**config.mk**
```make
export PLATFORM = sky130hd
export DESIGN_NAME = ov7670_cfg_sequencer
export DESIGN_NICKNAME = d
export VERILOG_FILES = /design/src/rtl/ov7670_cfg_sequencer.sv
export SDC_FILE = /design/constraint.sdc
export NUM_CORES = 1
export LEC_CHECK = 0
export CAP_MARGIN = 5
export CORE_ASPECT_RATIO = 0.75
export CORE_UTILIZATION = 50
export CTS_BUF_LIST = sky130_fd_sc_hd__clkbuf_8
export DETAILED_ROUTE_END_ITERATION = 8
export HOLD_SLACK_MARGIN = 0.02
export PLACE_DENSITY = 0.79
export SLEW_MARGIN = 10
export SYNTH_ARGS = -nofsm -noshare
export SYNTH_HDL_FRONTEND = slang
export SYNTH_SLANG_ARGS = --single-unit
export TNS_END_PERCENT = 10
```
**constraint.sdc**
```tcl
create_clock -name clk -period 4.07 [get_ports clk]
set_clock_uncertainty 0.1 [all_clocks]
set_input_delay 1.221 -clock clk [delete_from_list [all_inputs] [get_ports clk]]
set_output_delay 1.221 -clock clk [all_outputs]
set_load 0.01 [all_outputs]
```
**src/rtl/ov7670_cfg_sequencer.sv**
```systemverilog
`default_nettype none
// ============================================================================
// Module   : ov7670_cfg_sequencer
// Purpose  : Walks the OV7670 register-init ROM and issues one SCCB write
//            (DEV_ADDR, reg, data) per table entry to a byte-level SCCB write
//            master. ROM control words insert delays (16'hFFF0) or end the
//            table (16'hFFFF). Reports completion (done) or a sticky error.
// Ports    : clk, reset (sync, active-high), start (1-cycle pulse)
//            rom_addr / rom_dout : synchronous ROM, data 1 cycle after addr
//            wr_valid / wr_ready : write request handshake to SCCB master
//            wr_dev / wr_reg / wr_data : write payload
//            wr_done / wr_nack   : transaction result (nack qualified by done)
//            busy, done, error, wr_count : status
// Options  : define OV_CFG_RETRY_EN to retry NACKed writes up to MAX_RETRY
//            extra times; without it the first NACK fails the sequence.
// Revision : 1.0  initial release
// ============================================================================
module ov7670_cfg_sequencer #(
  parameter int          ADDR_W       = 8,
  parameter logic [7:0]  DEV_ADDR     = 8'h42,
  parameter int          DELAY_CYCLES = 250_000,
  parameter int          MAX_RETRY    = 3
) (
  input  logic              clk,
  input  logic              reset,
  input  logic              start,
  output logic [ADDR_W-1:0] rom_addr,
  input  logic [15:0]       rom_dout,
  output logic              wr_valid,
  input  logic              wr_ready,
  output logic [7:0]        wr_dev,
  output logic [7:0]        wr_reg,
  output logic [7:0]        wr_data,
  input  logic              wr_done,
  input  logic              wr_nack,
  output logic              busy,
  output logic              done,
  output logic              error,
  output logic [ADDR_W-1:0] wr_count
);

  localparam logic [15:0]       c_end_marker   = 16'hFFFF;
  localparam logic [15:0]       c_delay_marker = 16'hFFF0;
  localparam logic [ADDR_W-1:0] c_last_addr    = '1;
  localparam int                c_dly_w        = (DELAY_CYCLES > 1) ? $clog2(DELAY_CYCLES) : 1;
  localparam logic [c_dly_w-1:0] c_dly_last    = c_dly_w'(DELAY_CYCLES - 1);

  typedef enum logic [3:0] {
    S_IDLE     = 4'd0,
    S_FETCH    = 4'd1,
    S_ROMWAIT  = 4'd2,
    S_DECODE   = 4'd3,
    S_ISSUE    = 4'd4,
    S_WAITDONE = 4'd5,
    S_DELAY    = 4'd6,
    S_FINISH   = 4'd7,
    S_FAIL     = 4'd8
  } state_t;

  state_t              r_state,     w_state_nxt;
  logic [ADDR_W-1:0]   r_rom_addr,  w_rom_addr_nxt;
  logic [7:0]          r_wr_reg,    w_wr_reg_nxt;
  logic [7:0]          r_wr_data,   w_wr_data_nxt;
  logic [ADDR_W-1:0]   r_wr_count,  w_wr_count_nxt;
  logic [c_dly_w-1:0]  r_delay_cnt, w_delay_cnt_nxt;

`ifdef OV_CFG_RETRY_EN
  localparam int                   c_retry_w   = (MAX_RETRY > 0) ? $clog2(MAX_RETRY + 1) : 1;
  localparam logic [c_retry_w-1:0] c_retry_max = c_retry_w'(MAX_RETRY);
  logic [c_retry_w-1:0] r_retry_cnt, w_retry_cnt_nxt;
`endif

  // --------------------------------------------------------------------------
  // State and datapath registers
  // --------------------------------------------------------------------------
  always_ff @(posedge clk) begin
    if (reset) begin
      r_state     <= S_IDLE;
      r_rom_addr  <= '0;
      r_wr_reg    <= '0;
      r_wr_data   <= '0;
      r_wr_count  <= '0;
      r_delay_cnt <= '0;
`ifdef OV_CFG_RETRY_EN
      r_retry_cnt <= '0;
`endif
    end else begin
      r_state     <= w_state_nxt;
      r_rom_addr  <= w_rom_addr_nxt;
      r_wr_reg    <= w_wr_reg_nxt;
      r_wr_data   <= w_wr_data_nxt;
      r_wr_count  <= w_wr_count_nxt;
      r_delay_cnt <= w_delay_cnt_nxt;
`ifdef OV_CFG_RETRY_EN
      r_retry_cnt <= w_retry_cnt_nxt;
`endif
    end
  end

  // --------------------------------------------------------------------------
  // Next-state and output decode
  // --------------------------------------------------------------------------
  always_comb begin
    w_state_nxt     = r_state;
    w_rom_addr_nxt  = r_rom_addr;
    w_wr_reg_nxt    = r_wr_reg;
    w_wr_data_nxt   = r_wr_data;
    w_wr_count_nxt  = r_wr_count;
    w_delay_cnt_nxt = r_delay_cnt;
`ifdef OV_CFG_RETRY_EN
    w_retry_cnt_nxt = r_retry_cnt;
`endif
    wr_valid = 1'b0;
    busy     = 1'b1;
    done     = 1'b0;
    error    = 1'b0;

    case (r_state)
      // Resting states; done/error stay visible until the next start.
      S_IDLE, S_FINISH, S_FAIL: begin
        busy  = 1'b0;
        done  = (r_state == S_FINISH);
        error = (r_state == S_FAIL);
        if (start) begin
          w_rom_addr_nxt = '0;
          w_wr_count_nxt = '0;
`ifdef OV_CFG_RETRY_EN
          w_retry_cnt_nxt = '0;
`endif
          w_state_nxt = S_FETCH;
        end
      end

      S_FETCH:   w_state_nxt = S_ROMWAIT;
      S_ROMWAIT: w_state_nxt = S_DECODE;

      S_DECODE: begin
        if (rom_dout == c_end_marker) begin
          w_state_nxt = S_FINISH;
        end else if (rom_dout == c_delay_marker) begin
          w_delay_cnt_nxt = '0;
          w_state_nxt     = S_DELAY;
        end else begin
          // Payload is latched here so it stays stable through any stall.
          w_wr_reg_nxt  = rom_dout[15:8];
          w_wr_data_nxt = rom_dout[7:0];
`ifdef OV_CFG_RETRY_EN
          w_retry_cnt_nxt = '0;
`endif
          w_state_nxt = S_ISSUE;
        end
      end

      S_ISSUE: begin
        wr_valid = 1'b1;
        if (wr_ready) begin
          w_state_nxt = S_WAITDONE;
        end
      end

      S_WAITDONE: begin
        if (wr_done) begin
          if (!wr_nack) begin
            w_wr_count_nxt = r_wr_count + ADDR_W'(1);
`ifdef OV_CFG_RETRY_EN
            w_retry_cnt_nxt = '0;
`endif
            // The last table slot finishes the run instead of wrapping to 0.
            if (r_rom_addr == c_last_addr) begin
              w_state_nxt = S_FINISH;
            end else begin
              w_rom_addr_nxt = r_rom_addr + ADDR_W'(1);
              w_state_nxt    = S_FETCH;
            end
          end else begin
`ifdef OV_CFG_RETRY_EN
            // Reissue from the latched payload; the ROM is not re-read.
            if (r_retry_cnt < c_retry_max) begin
              w_retry_cnt_nxt = r_retry_cnt + c_retry_w'(1);
              w_state_nxt     = S_ISSUE;
            end else begin
              w_state_nxt = S_FAIL;
            end
`else
            w_state_nxt = S_FAIL;
`endif
          end
        end
      end

      S_DELAY: begin
        if (r_delay_cnt == c_dly_last) begin
          if (r_rom_addr == c_last_addr) begin
            w_state_nxt = S_FINISH;
          end else begin
            w_rom_addr_nxt = r_rom_addr + ADDR_W'(1);
            w_state_nxt    = S_FETCH;
          end
        end else begin
          w_delay_cnt_nxt = r_delay_cnt + c_dly_w'(1);
        end
      end

      default: w_state_nxt = S_IDLE;
    endcase
  end

  assign rom_addr = r_rom_addr;
  assign wr_dev   = DEV_ADDR;
  assign wr_reg   = r_wr_reg;
  assign wr_data  = r_wr_data;
  assign wr_count = r_wr_count;

endmodule
`default_nettype wire

```
==> summary.md, run 1 <==
| Metric | Value |
|---|---|
| Status | `finished, final reports clean` |
| YS warnings | `0` |
| Unique masters post-synth | `59` |
| Die ar. | `6264 um^2` |
| Slew at the pin with the worst max-slew slack | `0.7237 ns` |
| Core Util, Final | `66.03%` |
| Clk root buf | `clkbuf_8` |
| Core ar. | `5525 um^2` |
| Die Width | `91.06 um` |
| F_max | `297.1 MHz` |
| Number of synthesized flops with an enable pin | `0` |
| Fin crit period | `3.366 ns` |
| PwrDens | `314.4 nW/um^2` |
| Vias/cell | `5.791` |
| Post-synth top flop | `dfxtp_1` |
| Fin Setup TNS | `0 ns` |
| Max Slew Vio Count | `0` |
| Area occupied by registers | `1081 um^2` |
| Share of cells above drive strength 1 | `5.779%` |
| Slowest CP cell | `dfxtp_1` |
| Dpl ws | `0.5738 ns` |
| Num CTS Buffers | `5` |
| GRT Total Usage | `23.45%` |
| Final period utilization | `82.70%` |
| Hold Crit Start | `wr_reg[0]` |
| Vias in the first global route | `2383` |
| Sequential area share after synthesis | `36.35%` |
| Ys async rst share | `0%` |
| Worst-path clk slew | `0.11 ns` |
| Fin. Hold Viols | `0` |
| Critical path class | `reg -> out` |
| Critical-path cell list | `and3b_1 > and2_1 > nor2_1 > clkdlybuf4s50_1` |
| Hold buffer count at cts | `0` |
| Startpoint types | `flop` |
| # IOs | `66` |
| Register bit total from synthesis | `54` |
| Remaining global-route overflow | `0` |
| Max-cap violations | `0` |
| PortBufs | `57` |
| Initial Util | `53.83%` |
| Relative slew slack | `51.31%` |
| Max incr delay on CP | `0.59 ns` |
| Most flops, register | `r_delay_cnt` |
| ANT nets after route | `0` |
| Critical Path RT | `2.75 ns` |
| CP top delay family | `simple AND/OR/NAND/NOR gates` |
| WP buf/inv | `1` |
| DR WL/cell | `14.68 um` |
| Area occupied by multi-input gates | `1714 um^2` |
| Initial DRC Count | `208` |
| Final setup viols | `0` |
| Crit path arrival time | `2.04 ns` |
| Worst Hold Class | `reg -> reg` |
| R2R Path Start | `r_state[1]` |
| Worst setup EP type | `output pin` |
| Unrepaired setup endpoints after global routing | `false` |
| Post-layout net count | `422` |
| Post-CTS Setup Inserts | `0` |
| Fillers | `475` |
| Hold slack final | `0.4049 ns` |
| 1st-pass router iterations | `5` |
| Crit path from | `r_state[3]` |
| Final Non-Filler Cells | `473` |
| Height of the die | `68.79 um` |
| Final wirelength | `6942 um` |
| Clk_lat worst skew | `0.31 ns` |
| Total clock sinks | `54` |
| CTS tree | `done` |
| Setup WS post-layout | `0.7041 ns` |
| Largest net degree at the start of global routing | `32` |
| Rows | `23` |
| Cells after DPL | `465` |
| Clock tree buffer depth | `2` |
| Initial antenna violation count | `0` |
| Syn_area_per_cell | `8.522 um^2` |
| LEAKAGE | `1.287 nW` |
| Placed wire-length estimate | `5165 um` |
| Via count | `2739` |
| Antenna Cells | `0` |
| First-pass GRT wire length | `11620 um` |
| P&R area growth vs syn | `22.68%` |
| DRC errors left | `0` |
| Post-cts gate resize count | `0` |
| CTS HTree Levels | `2` |
| VDD IR max | `0.0002029 V` |
| Crit Path Max Fanout | `12` |
| GP Congestion | `0.8454` |
| Post-Syn Area | `2974 um^2` |
| Cells after Synth | `349` |
| Max reg flops | `18` |
==> cell usage after synthesis (all sizes together), types with 3 or more instances <==
cell	number	area share, %
inv	6	0.76
o21bai	3	0.88
mux2i	20	6.7
clkbuf	11	1.4
o21ai	8	1.3
nand2	28	3.5
a21oi	18	3.0
dfxtp	54	36
nand3	16	2.7
xnor2	4	1.2
buf	17	4.6
and3	6	1.3
nand4	13	2.7
a21o	3	0.76
a211oi	3	0.76
a21boi	3	0.76
nand2b	5	1.1
or3	6	1.3
and2	4	0.84
xor2	6	1.8
a31oi	4	0.84
o22a	12	3.5
nor3	12	2.2
nor4	8	1.7
nor2	37	4.7
ha	3	1.3
==> through the flow <==
stage	cell area, um^2	total power, mW
after CTS	3649	1.151
after global placement	3527	0.7683
after detailed placement	3527	0.7708
after floorplan	2997	0.7077
after global routing	3649	1.205
final	3649	1.147
==> metal layers <==
metal  vias up  track usage [%]  part of all wire, %
met5         -                0                    0
met4         0            6.746                 0.85
met3         7            3.947                  4.3
met2        70            38.83                   44
met1      1297            32.00                   51
li1       1365                -                    -
==> cell families (layout without fill, tap and decap cells) <==
| family | Yosys count | after routing | synth area share [%] |
|---|---|---|---|
| XOR/XNOR | 10 | 10 | 2.945 |
| multiplexers | 20 | 20 | 6.731 |
| AND/OR/NAND/NOR | 150 | 150 | 26.88 |
| buffers and inverters | 34 | 77 | 6.773 |
| flip-flops | 54 | 54 | 36.35 |
| AO/OA/AOI/OAI | 76 | 76 | 18.80 |
| adder cells (fa/ha/maj) | 3 | 3 | 1.262 |
| other | 2 | 8 | 0.2525 |
==> layout make-up <==
class | instances | share of cell area, %
flip-flops and latches | 54 | 29.63
clock inverters | 2 | 1.063
inverters | 6 | 0.6173
repair buffers | 63 | 16.87
clock buffers | 6 | 2.263
multi-input cells | 267 | 46.98
well taps | 75 | 2.572
==> cells in the final DEF, fill, tap and decap left out, types with 3 or more instances in the layout <==
master / instances
mux2i_1: 20
nor2_1: 37
clkdlybuf4s50_1: 57
a31oi_1: 4
a211oi_1: 3
a21boi_0: 3
o22a_1: 12
nor3_1: 11
nand3_1: 16
conb_1: 8
ha_1: 3
dfxtp_1: 54
nand2_1: 28
or3_1: 6
and3_1: 6
xor2_1: 6
a21oi_1: 18
and2_1: 4
clkbuf_8: 6
a21o_1: 3
nand4_1: 13
buf_4: 6
nor4_1: 8
inv_1: 6
nand2b_1: 5
o21ai_0: 7
xnor2_1: 4
==> power breakdown <==
part | internal [mW] | switching (mW) | total, mW
sequential | 0.541 | 0.0197 | 0.561
combinational | 0.0921 | 0.108 | 0.200
clock | 0.203 | 0.184 | 0.387
total | 0.836 | 0.311 | 1.15
==> worst reg2reg max path: stages, from the launching register on <==
cell and delay, ns:
dfxtp_1 0.80, and4bb_2 0.42, o21ai_1 0.27, buf_4 0.29
or4_1 0.47, a21oi_1 0.14
==> path summary, 6_finish.rpt <==
path                     endpoint  slack (ns)  cells past startpoint
setup / recovery             busy        0.70                      4
hold / removal          wr_reg[0]        0.40                      2
setup reg to reg  r_delay_cnt[17]        1.51                      5
hold reg to reg         wr_reg[0]        0.40                      2
Power figures use the tool's default switching activity.
==> run 2, diff against run 1 <==
Settings changed: CORE_UTILIZATION 50 to 47, PLACE_DENSITY 0.79 to 0.78.
Clock period 4.07 ns to 2.9 ns, I/O delays scaled along.
==> run 2 against run 1 <==
Compared with the run above:
- critical path depth unchanged
- die area up 6.2%
- register-to-register slack worse by 1.1 ns
- power up 36%
- worst setup slack worse by 0.58 ns
- sequential share of layout area down 1.3 points
- routed wire length up 4.6%
- non-clock buffer count up 23
- via count up 4.3%
- count of clock-buffer cells in the layout unchanged
- largest cell class unchanged
- largest power group unchanged
==> summary.md, run 2 (same netlist as run 1, synthesis figures left out) <==
| Metric | Value |
|---|---|
| Psw | `0.4397 mW` |
| Critical Path RT | `1.93 ns` |
| Final Cell Area | `3811 um^2` |
| Status | `finished, final reports clean` |
| Die ar. | `6653 um^2` |
| Crit Path Max Fanout | `8` |
| LEAKAGE | `1.387 nW` |
| Share of cells above drive strength 1 | `10.93%` |
| Largest net degree at the start of global routing | `19` |
| Startpoint types | `flop` |
| Relative slew slack | `45.11%` |
| Post-cts gate resize count | `0` |
| GP Congestion | `0.8419` |
| Post-CTS Setup Inserts | `0` |
| Global route hottest layer | `met2` |
| Cells on Worst Hold Path | `2` |
| Core ar. | `5946 um^2` |
| Fin crit period | `2.777 ns` |
| FF-to-FF setup slack | `0.43 ns` |
| Final wirelength | `7260 um` |
| Seq pwr share | `49.9%` |
| R2R Path Start | `r_delay_cnt[7]` |
| Num CTS Buffers | `5` |
| Max Slew Vio Count | `0` |
| Height of the die | `70.89 um` |
| Fin. Hold Viols | `0` |
| Hold Crit Start | `r_delay_cnt[17]` |
| Placed wire-length estimate | `5558 um` |
| Initial antenna violation count | `0` |
| Commonest non-fill, non-tap cell in the layout | `clkdlybuf4s50_1` |
| DRC errors left | `0` |
| ANT nets after route | `0` |
| Clk_lat worst skew | `0.31 ns` |
| # IOs | `66` |
| Hold Path End | `r_delay_cnt[17]` |
| Most flops, register | `r_delay_cnt` |
| Hold buffer count at cts | `0` |
| M2 GR Usage | `36.33%` |
| Post-layout net count | `445` |
| Core Util, Final | `64.10%` |
| Reg2Reg Depth | `6` |
| P&R area growth vs syn | `28.14%` |
| Unrepaired setup endpoints after global routing | `false` |
| Clock Power Share | `28.4%` |
| P_int | `1.119 mW` |
| GRT Total Usage | `23.27%` |
| Max-cap violations | `0` |
| Die Width | `93.86 um` |
| Commonest cells after routing, fill and taps aside | `clkdlybuf4s50_1 (57), dfxtp_1 (54), nor2_1 (37), nand2_1 (28), buf_4 (28)` |
| Crit path depth | `4` |
| Total clock sinks | `54` |
| Logic gate share of total power | `21.7%` |
| Final period utilization | `95.76%` |
| Met1 Usage GRT | `33.24%` |
| Rows | `24` |
| Remaining global-route overflow | `0` |
| Net Sw Frac | `28.22%` |
| Initial Util | `50.02%` |
| Slew at the pin with the worst max-slew slack | `0.8178 ns` |
| Worst Hold Class | `reg -> reg` |
| Max incr delay on CP | `0.54 ns` |
| 1st-pass router iterations | `4` |
| GR met3 Demand/Resource | `3.763%` |
| Via count | `2857` |
| PortBufs | `57` |
| First-pass GRT wire length | `12360 um` |
| Power Total | `1.558 mW` |
| Clk root buf | `clkbuf_8` |
| Clock tree buffer depth | `2` |
| DR WL/cell | `14.55 um` |
| Critical-path cell list | `and3b_1 > and2_1 > nor2_1 > clkdlybuf4s50_1` |
| VDD IR max | `0.0002006 V` |
| Worst R2R End | `r_delay_cnt[15]` |
| CTS HTree Levels | `2` |
| CTS tree | `done` |
| Crit path arrival time | `1.81 ns` |
| Vias in the first global route | `2661` |
| Worst-path clk slew | `0.09 ns` |
| Placed cell area | `3716 um^2` |
| Worst setup EP type | `output pin` |
| Max reg flops | `18` |
| Critical path class | `reg -> out` |
| CP top delay family | `simple AND/OR/NAND/NOR gates` |
| Slowest CP cell | `clkdlybuf4s50_1` |
| F_max | `360.1 MHz` |
| Initial DRC Count | `138` |
| Final setup viols | `0` |
| Antenna Cells | `0` |
| Vias/cell | `5.725` |
| PwrDens | `408.9 nW/um^2` |
| WP buf/inv | `1` |
[run 2: cell count changes in the layout (fill, tap and decap cells not counted), sizes merged]
cell | previous run | this run
buf | 6 | 29
clkinv | 0 | 1
clkinvlp | 0 | 1
bufinv | 1 | 0
inv | 7 | 6
[run 2: power groups by stage]
stage	Clock (mW)	Sequential, mW	Combinational [mW]
floorplan	0	0.794	0.200
global placement	0	0.794	0.331
detailed placement	0	0.794	0.337
global route	0.488	0.780	0.370
CTS	0.450	0.777	0.338
finish	0.442	0.777	0.339
[run 2: metal layers]
metal  vias up  part of all wire (%)
met5         -                     0
met4         0                  0.76
met3         5                   5.0
met2        75                    46
met1      1364                    49
li1       1413                     -
[run 2: through the flow]
step                      hold slack, ns  worst slack [ns]  cells  setup TNS (ns)
after floorplan                   0.3450            0.3375    355               0
after CTS                         0.4126            0.1144    499               0
after global placement            0.3718         -0.001495    491       -0.001495
after detailed placement          0.3875          -0.05220    491         -0.4115
final                             0.4106            0.1229    499               0
after global routing              0.4301           0.03469    499               0
[run 2: layout make-up]
class / instances / area [um^2]
multi-input cells: 267 / 1714
clock inverters: 2 / 12.51
well taps: 78 / 97.59
clock buffers: 6 / 82.58
inverters: 6 / 22.52
repair buffers: 86 / 800.8
fillers: 510 / 2135
flip-flops and latches: 54 / 1081
[run 2: worst max path at each step]
stage                startpoint  slack [ns]          to
floorplan           rom_dout[0]        0.34  wr_data[4]
global placement    rom_dout[0]      -0.001   wr_reg[4]
CTS                  r_state[2]        0.11        busy
finish               r_state[2]        0.12        busy
global route         r_state[2]        0.03        busy
detailed placement  rom_dout[0]       -0.05   wr_reg[6]
[run 2: tightest hold or removal path: stages (launching register included)]
cell	delay, ns
dfxtp_1	0.34
o31ai_1	0.07
a21oi_1	0.06
